$ cat src/rtl/issue_scoreboard_pkg.sv
// Shared types for the issue controller: op classes, FSM states and the decoded-op slot.
package issue_scoreboard_pkg;

  localparam logic [4:0] OP_ARITHMETIC = 5'd0;
  localparam logic [4:0] OP_MEMORY     = 5'd1;
  localparam logic [4:0] OP_BRANCH     = 5'd2;
  localparam logic [4:0] OP_JUMP       = 5'd3;

  typedef enum logic [1:0] {
    ST_EMPTY   = 2'd0,
    ST_HOLD    = 2'd1,
    ST_BR_WAIT = 2'd2
  } state_e;

  typedef struct packed {
    logic [4:0]  op_type;
    logic [6:0]  op_spec;
    logic [31:0] imm;
    logic [4:0]  rs1;
    logic [4:0]  rs2;
    logic [4:0]  rd;
    logic        use_rs1;
    logic        use_rs2;
    logic        wr_rd;
  } op_t;

  function automatic logic is_ctrl(input logic [4:0] t);
    return (t == OP_BRANCH) || (t == OP_JUMP);
  endfunction

  function automatic logic [31:0] onehot32(input logic [4:0] idx);
    return 32'd1 << idx;
  endfunction

endpackage

$ cat src/rtl/issue_scoreboard_reg_scoreboard.sv
// Register busy bits plus in-flight writer counter; writeback is exposed a cycle early
// through busy_eff_o/count_eff_o so the issue check can bypass it.
module reg_scoreboard
  import issue_scoreboard_pkg::*;
#(
  parameter int MAX_INFLIGHT = 4,
  parameter int CNT_W        = 4
) (
  input  logic             clk,
  input  logic             rst,
  input  logic             set_en_i,
  input  logic [4:0]       set_idx_i,
  input  logic             clr_en_i,
  input  logic [4:0]       clr_idx_i,
  output logic [31:0]      busy_o,
  output logic [31:0]      busy_eff_o,
  output logic [CNT_W-1:0] count_eff_o
);

  logic [31:0]      busy_q, busy_d;
  logic [CNT_W-1:0] count_q, count_d;
  logic             set_v, clr_v;

  // x0 is hardwired, so neither a set nor a clear of index 0 has any effect
  assign set_v = set_en_i && (set_idx_i != 5'd0);
  assign clr_v = clr_en_i && (clr_idx_i != 5'd0);

  always_comb begin
    busy_eff_o  = busy_q & ~(clr_v ? onehot32(clr_idx_i) : 32'd0);
    count_eff_o = (clr_v && (count_q != '0)) ? count_q - CNT_W'(1) : count_q;
    // Set is applied after clear so a same-cycle reissue of the same rd stays busy
    busy_d      = busy_eff_o | (set_v ? onehot32(set_idx_i) : 32'd0);
    count_d     = count_eff_o + (set_v ? CNT_W'(1) : CNT_W'(0));
  end

  always_ff @(posedge clk) begin
    if (rst) begin
      busy_q  <= '0;
      count_q <= '0;
    end else begin
      busy_q  <= busy_d;
      count_q <= count_d;
    end
  end

  assign busy_o = busy_q;

endmodule

$ cat src/rtl/issue_scoreboard.sv
// Single-slot issue stage: holds one decoded op, blocks on RAW/WAW hazards, the in-flight
// writer cap and unresolved control flow, and hands off to execute with valid/ready.
module issue_scoreboard
  import issue_scoreboard_pkg::*;
#(
  parameter int MAX_INFLIGHT = 4,
  parameter int CNT_W        = 4
) (
  input  logic        clk,
  input  logic        rst,
  input  logic        in_valid,
  output logic        in_ready,
  input  logic [4:0]  in_op_type,
  input  logic [6:0]  in_op_spec,
  input  logic [31:0] in_imm,
  input  logic [4:0]  in_rs1,
  input  logic [4:0]  in_rs2,
  input  logic [4:0]  in_rd,
  input  logic        in_use_rs1,
  input  logic        in_use_rs2,
  input  logic        in_wr_rd,
  output logic        out_valid,
  input  logic        out_ready,
  output logic [4:0]  out_op_type,
  output logic [6:0]  out_op_spec,
  output logic [31:0] out_imm,
  output logic [4:0]  out_rs1,
  output logic [4:0]  out_rs2,
  output logic [4:0]  out_rd,
  output logic        out_wr_rd,
  input  logic        wb_valid,
  input  logic [4:0]  wb_rd,
  input  logic        resolve_valid,
  input  logic        flush,
  output logic [31:0] busy
);

  state_e           state_q, state_d;
  op_t              slot_q, in_op;
  logic             hazard, issue, accept;
  logic [31:0]      busy_eff;
  logic [CNT_W-1:0] count_eff;

  assign in_op = '{op_type: in_op_type, op_spec: in_op_spec, imm: in_imm,
                   rs1: in_rs1, rs2: in_rs2, rd: in_rd,
                   use_rs1: in_use_rs1, use_rs2: in_use_rs2, wr_rd: in_wr_rd};

  reg_scoreboard #(
    .MAX_INFLIGHT(MAX_INFLIGHT),
    .CNT_W       (CNT_W)
  ) u_sb (
    .clk        (clk),
    .rst        (rst),
    .set_en_i   (issue && slot_q.wr_rd),
    .set_idx_i  (slot_q.rd),
    .clr_en_i   (wb_valid),
    .clr_idx_i  (wb_rd),
    .busy_o     (busy),
    .busy_eff_o (busy_eff),
    .count_eff_o(count_eff)
  );

  always_comb begin
    hazard = (slot_q.use_rs1 && (slot_q.rs1 != 5'd0) && busy_eff[slot_q.rs1]) ||
             (slot_q.use_rs2 && (slot_q.rs2 != 5'd0) && busy_eff[slot_q.rs2]) ||
             (slot_q.wr_rd   && (slot_q.rd  != 5'd0) && busy_eff[slot_q.rd])  ||
             (slot_q.wr_rd   && (count_eff == CNT_W'(MAX_INFLIGHT)));
  end

  // FSM: state register
  always_ff @(posedge clk) begin
    if (rst) state_q <= ST_EMPTY;
    else     state_q <= state_d;
  end

  // FSM: handshake outputs; a control op never refills the slot on its issue cycle
  always_comb begin
    out_valid = (state_q == ST_HOLD) && !hazard && !flush;
    issue     = out_valid && out_ready;
    in_ready  = !flush && ((state_q == ST_EMPTY) || (issue && !is_ctrl(slot_q.op_type)));
    accept    = in_valid && in_ready;
  end

  // FSM: next state
  always_comb begin
    state_d = state_q;
    if (flush) begin
      state_d = ST_EMPTY;
    end else begin
      case (state_q)
        ST_EMPTY:   if (accept) state_d = ST_HOLD;
        ST_HOLD:    if (issue) begin
                      if (is_ctrl(slot_q.op_type)) state_d = ST_BR_WAIT;
                      else                         state_d = accept ? ST_HOLD : ST_EMPTY;
                    end
        ST_BR_WAIT: if (resolve_valid) state_d = ST_EMPTY;
        default:    state_d = ST_EMPTY;
      endcase
    end
  end

  always_ff @(posedge clk) begin
    if (rst)         slot_q <= '0;
    else if (accept) slot_q <= in_op;
  end

  assign out_op_type = slot_q.op_type;
  assign out_op_spec = slot_q.op_spec;
  assign out_imm     = slot_q.imm;
  assign out_rs1     = slot_q.rs1;
  assign out_rs2     = slot_q.rs2;
  assign out_rd      = slot_q.rd;
  assign out_wr_rd   = slot_q.wr_rd;

endmodule
$ cat config.mk
export PLATFORM = sky130hd
export DESIGN_NAME = issue_scoreboard
export DESIGN_NICKNAME = d
export VERILOG_FILES = /design/src/rtl/issue_scoreboard_pkg.sv /design/src/rtl/issue_scoreboard_reg_scoreboard.sv /design/src/rtl/issue_scoreboard.sv
export SDC_FILE = /design/constraint.sdc
export NUM_CORES = 1
export LEC_CHECK = 0
export CAP_MARGIN = 20
export CORE_MARGIN = 2
export CORE_UTILIZATION = 30
export DETAILED_ROUTE_END_ITERATION = 8
export GPL_TIMING_DRIVEN = 0
export SYNTH_ARGS = -nofsm -noshare
export SYNTH_HDL_FRONTEND = slang
export SYNTH_SLANG_ARGS = --single-unit
$ cat constraint.sdc
create_clock -name clk -period 3.4 [get_ports clk]
set_clock_uncertainty 0.05 [all_clocks]
set_input_delay 0.68 -clock clk [delete_from_list [all_inputs] [get_ports clk]]
set_output_delay 0.68 -clock clk [all_outputs]
set_load 0.05 [all_outputs]
==> Word level (Yosys, flattened, before mapping) <==
Index checks and enable logic that the tools add are counted.
{ "word_totals": {"reg_bits": 100, "latchBits": 0, "mem_bits_rw": 0, "romBits": 0, "input_bits": 74, "out_inout_bits": 94, "n_memories": 0} }
{ "classes": {"addsub": 2, "multipliers": 0, "n_div": 0, "magnitude_cmp": 3, "eq_ne": 8, "shift": 2, "mux": 16, "bitwise_logic": 3, "n_reduce_logical": 33} }
{ "ops": {"columns": ["cell", "n"], "rows": [
  ["two-way mux 32 bit", 2],
  ["left shift 1 x 5 -> 32 bit, first input constant", 2],
  ["AND 32 bit", 1],
  ["NOT 32 bit", 1],
  ["OR 32 bit", 1],
  ["nonzero test 5 bit", 4],
  ["< comparator 5 x 6 -> 1 bit, second input constant", 3],
  ["logical AND 1 bit", 17],
  ["binary-select mux 1 bit (select 5 bit)", 3],
  ["== test 5 x 2 -> 1 bit, second input constant", 2],
  ["two-way mux 2 bit", 4],
  ["inequality test 2 bit, second input constant", 3],
  ["case mux 2 bit (3 select lines)", 1],
  ["logical OR 1 bit", 5],
  ["two-way mux 1 bit", 5],
  ["adder 4 bit", 1],
  ["== test 4 x 3 -> 1 bit, second input constant", 1],
  ["two-way mux 4 bit", 1],
  ["nonzero test 4 bit", 1],
  ["subtractor 4 x 1 -> 4 bit, second input constant", 1],
  ["logical NOT 1 bit", 3],
  ["AND reduction 3 bit", 1],
  ["== test 2 x 1 -> 1 bit, second input constant", 1],
  ["== test 2 bit, second input constant", 1],
  ["2 further kinds", 2]
]} }

==> Depth between registers and ports, before layout <==
{ "logic_depth": {"depth_word": 23, "depth_mapped": 16, "depth_no_buf": 14} }

==> Modules after synthesis <==
From an unflattened synthesis, not the netlist that was laid out.
{ "hier_totals": {"hier_cells": 638, "area_unflattened_um2": 6060.8} }
{ "modules_own_cells": {"columns": ["module", "n_inst", "cells_per_inst", "area_per_inst_um2", "seq_area_each_um2"], "rows": [
  ["issue_scoreboard", 1, 432, 4342.9, 1281.2],
  ["reg_scoreboard", 1, 206, 1717.9, 720.7]
]} }

==> Worst setup path after synthesis <==
OpenSTA, ideal clock, no wires.
{ "synth_timing": {"kind": "input -> output", "startpoint": "input wb_rd[0]", "endpoint": "output out_valid", "t_arrival_ns": 3.195, "required_time_ns": 2.670, "path_slack_ns": -0.525, "path_stages": 8, "n_path_buf": 1, "path_cell_list": "buf_2 > nor4b_4 > a21oi_1 > a311o_1 > and4_1 > nor3_2 > o22ai_2 > nor3_1"} }
{ "synth_via": {"elab_chain_cells": 14, "word_cells_on_any_way": 25} }
{ "synth_rtl": {"columns": ["element", "line", "text"], "rows": [
  ["start: declaration", "issue_scoreboard.sv:32", "input logic [4:0] wb_rd,"],
  ["nonzero test 5 bit", "issue_scoreboard_reg_scoreboard.sv:26", "assign clr_v = clr_en_i && (clr_idx_i != 5'd0);"],
  ["logical AND 1 bit", "issue_scoreboard_reg_scoreboard.sv:26", null],
  ["two-way mux 32 bit", "issue_scoreboard_reg_scoreboard.sv:29", "busy_eff_o = busy_q & ~(clr_v ? onehot32(clr_idx_i) : 32'd0);"],
  ["NOT 32 bit", "issue_scoreboard_reg_scoreboard.sv:29", null],
  ["AND 32 bit", "issue_scoreboard_reg_scoreboard.sv:29", null],
  ["binary-select mux 1 bit (select 5 bit) (on tied branches)", "issue_scoreboard.sv:64, issue_scoreboard.sv:65", null],
  ["two-way mux 1 bit (on tied branches)", "issue_scoreboard.sv:64, issue_scoreboard.sv:65", null],
  ["logical AND 1 bit (on tied branches)", "issue_scoreboard.sv:64, issue_scoreboard.sv:65", null],
  ["logical OR 1 bit", "issue_scoreboard.sv:64", "hazard = (slot_q.use_rs1 && (slot_q.rs1 != 5'd0) && busy_eff[slot_q.rs1]) ||"],
  ["logical OR 1 bit", "issue_scoreboard.sv:65", "(slot_q.use_rs2 && (slot_q.rs2 != 5'd0) && busy_eff[slot_q.rs2]) ||"],
  ["logical OR 1 bit (*)", "issue_scoreboard.sv:66", "(slot_q.wr_rd && (slot_q.rd != 5'd0) && busy_eff[slot_q.rd]) ||"],
  ["logical NOT 1 bit (*)", "issue_scoreboard.sv:78", "out_valid = (state_q == ST_HOLD) && !hazard && !flush;"],
  ["logical AND 1 bit (*) (2 in series)", "issue_scoreboard.sv:78", null],
  ["end: declaration", "issue_scoreboard.sv:22", "output logic out_valid,"]
]} }
Mark *: on every way between the ends. The rest lies on a longest branch, timed or not. The select of a mux whose other input is x is not followed.

==> Worst setup path after layout <==
{ "layout_timing": {"startpoint": "input wb_valid", "endpoint": "output out_valid"} }
{ "layout_via": {"elab_chain_cells": 13, "word_cells_on_any_way": 23} }
{ "layout_rtl": {"columns": ["element", "line", "text"], "rows": [
  ["start: declaration", "issue_scoreboard.sv:31", "input logic wb_valid,"],
  ["logical AND 1 bit (*)", "issue_scoreboard_reg_scoreboard.sv:26", null],
  ["two-way mux 32 bit", "issue_scoreboard_reg_scoreboard.sv:29", null],
  ["NOT 32 bit", "issue_scoreboard_reg_scoreboard.sv:29", null],
  ["AND 32 bit", "issue_scoreboard_reg_scoreboard.sv:29", null],
  ["binary-select mux 1 bit (select 5 bit) (on tied branches)", "issue_scoreboard.sv:64, issue_scoreboard.sv:65", null],
  ["two-way mux 1 bit (on tied branches)", "issue_scoreboard.sv:64, issue_scoreboard.sv:65", null],
  ["logical AND 1 bit (on tied branches)", "issue_scoreboard.sv:64, issue_scoreboard.sv:65", null],
  ["logical OR 1 bit", "issue_scoreboard.sv:64", null],
  ["logical OR 1 bit", "issue_scoreboard.sv:65", null],
  ["logical OR 1 bit (*)", "issue_scoreboard.sv:66", null],
  ["logical NOT 1 bit (*)", "issue_scoreboard.sv:78", null],
  ["logical AND 1 bit (*) (2 in series)", "issue_scoreboard.sv:78", null]
]} }
Marked as above.

==> metrics.cfg <==
[status]
status=finished, violations left
violations=negative setup slack

[route]
route.detailed.drc=0
drtIter0Drc=420
routedWlPerCell_microns=19.3
via_count=6198
ant_nets=0
drt_first_pass_iters=5
drt-total-wl_microns=23200
vias_per_cell=5.16

[synthesis]
synth-simple-area-share=0.223
synthArstFlopShare=0
synth_common_cells=nand2_1, dfxtp_1, mux2i_1
syn-instance-count=711
synth_area_per_cell_sq_um=8.38
ys_types=75
synthXorXnorAreaFrac=0.00882
synth.most_common_cell=nand2_1
synth_top_area_cell=dfxtp_1
synth_top_family_by_area=simple AND/OR/NAND/NOR gates
synthTopCellsByArea=dfxtp_1, mux2i_1, nand2_1
synth_mux_area_frac=0.148
ys.warnings.count=0
synth_edf_count=0
synth-compound-area-share=0.153
synth-seq-cells=100
synth_nets=788
yosysTopAreaCellShare=0.336
synth_fa_ha_area_frac=0.00630
synth_flop_cell=dfxtp_1
ys_seq_area_frac=0.336
post_synth_instance_area_sq_um=5960

[cts]
cts.hold.buffers_added=0
cts_root_buffer=clkbuf_16
insertion_delay_ns=0.36
clkTransAtPathRegs_ns=0.07
cts.htree.levels=3
clock_tree.buffer_depth=2
numCtsBuffers=9
cts_tree=done
clock-sinks=100

[sta]
hold_violations=0
fmaxAchievable_ghz=0.263
layout_worst_path_cycle_share=1.12
worstMarginPinSlew_ns=0.776
layout_setup_ws_ns=-0.399
rsz0062_at_grt=yes
relSlewSlack=0.483
report.final.slew_viol_count=0
setup_tns_ns=-14.59
setup_viol=90
period_minus_slack_ns=3.80

[hold_path]
min_path_cells=2
hold_class=reg2reg
whs_endpoint=out_imm[7]
hp-start=out_imm[7]

[floorplanning]
io_pins=168
num_rows=51
die-area_sq_um=21000
start_util=0.306
die_h_microns=145
die_w_microns=145
coreArea_sq_um=19500

[power]
power_leakage_nw=3.44
vdd_drop_max_uv=226
power_density_nw_per_um2=340

[setup_path]
cp.arrival_ns=3.07
ff2ff_setup_slack_ns=-0.22
cp-start-kind=primary input
rr_endpoint=u_sb.busy_o[11]
worstReg2RegStart=out_rs2[1]
max_stage_delay_ns=0.54
worstSetupPathType=in2out
crit_slowest_cell=or4_4
path_cells=buf_12 -> nand4b_1 -> buf_4 -> o21ai_4 -> mux4_2 -> a32o_1 -> or4_4 -> o22ai_4 -> buf_4 -> buf_6 -> nor3_2 -> buf_6
crit_path_max_fanout=7
r2r_cells=15
cp-end-kind=output port
required_ns=2.67

[placement]
dp_hpwl_microns=16700
portBuffers=167
gp_congestion=0.917
pre_cts_ws_ns=-2.07

[global_route]
antenna_found_initial=0
grt_pass1_vias=6071
grt_max_degree=18
grt_usage=0.207
grt_overflow=0
grt_pass1_wl_microns=34100

[layout]
n_antenna_cell=0
layout.nets=1009
fillerInstances=1887
syn2layout_area_growth_pct=58.3
drive_gt1_frac=0.250
multi_input_comb_area_sq_um=3710
regArea_sq_um=2000

[flow_run]
cap_violations=0

## stage by stage
| step | instance area (sq um) | power (mW) | hold WS (ns) | util | instances |
|---|---|---|---|---|---|
| after detailed placement | 8050 | 2.08 | 0.398 | 0.414 | 1143 |
| after global routing | 9430 | 3.33 | 0.428 | 0.485 | 1202 |
| after global placement | 8050 | 2.08 | 0.394 | 0.414 | 1143 |
| final | 9430 | 3.21 | 0.408 | 0.485 | 1202 |
| after floorplan | 6050 | 1.81 | 0.382 | - | 711 |
| after CTS | 8760 | 3.15 | 0.410 | 0.450 | 1181 |
## critical path: cells and delay by family
family,cells,cell delay [ns]
multiplexers,1,0.49
buffers and inverters,5,0.67
AO/OA/AOI/OAI,3,0.50
AND/OR/NAND/NOR,3,0.72
## cell usage in the layout, fill, tap and decap left out, types with 9 or more instances in the layout
master           instances
clkbuf_1                27
buf_4                   89
nand2b_1                19
dfxtp_1                100
o22ai_1                 13
a21oi_1                 19
clkdlybuf4s50_1        159
inv_1                    9
clkbuf_16               16
buf_6                    9
mux2i_1                 66
nor2b_1                 10
nor2_1                  26
nand2_1                149
buf_12                  13
o21ai_0                 16
## repair_timing
action                                  CTS  global route
cloned                                    0             8
resized for setup                       111            92
endpoints found under the setup margin  101            96
pin swaps                                18            22
buffers inserted                         22            14
hold endpoints to repair                  0             0
## where the power goes
part           internal [mW]  leakage, nW  switching [mW]
sequential              1.22        0.813          0.0397
clock                  0.523        0.139           0.507
combinational          0.430         2.49           0.485
## area by class of cell
| cell class | count | area share |
|---|---|---|
| flip-flops and latches | 100 | 0.212 |
| multi-input cells | 491 | 0.393 |
| clock inverters | 6 | 0.00504 |
| well taps | 265 | 0.0352 |
| clock buffers | 10 | 0.0253 |
| plain buffers | 108 | 0.0886 |
| inverters | 11 | 0.00517 |
| repair buffers | 211 | 0.235 |
## state kept, by name, summed over array words and instances, names as in the netlist
signal,flops
slot_q,2
out_wr_rd,1
u_sb.busy_o,32
state_q,2
out_op_type,5
out_op_spec,7
u_sb.count_q,4
out_imm,32
out_rs1,5
out_rd,5
out_rs2,5
## layer usage
layer | vias up | part of all wire | wire (microns) | track usage
li1 | 2900 | - | - | -
met2 | 333 | 0.46 | 10700 | 0.335
met5 | - | 0 | 0 | 0
met3 | 57 | 0.11 | 2480 | 0.0742
met4 | 0 | 0.040 | 933 | 0.0921
met1 | 2908 | 0.39 | 9090 | 0.247
## logic make-up after synthesis
logic type / after synthesis
buf+inv: 120
simple gates: 270
compound gates: 134
fa+ha+maj: 3
mux: 78
flops: 100
xor+xnor: 6
## worst max-delay path by stage
stage	from	end	slack [ns]
floorplan	wb_rd[0]	in_ready	-0.11
global placement	wb_valid	in_ready	-2.05
detailed placement	wb_rd[4]	in_ready	-2.07
CTS	wb_valid	in_ready	-0.40
global route	wb_rd[0]	in_ready	-0.46
finish	wb_valid	out_valid	-0.40
(Power assumes the default switching activity.)
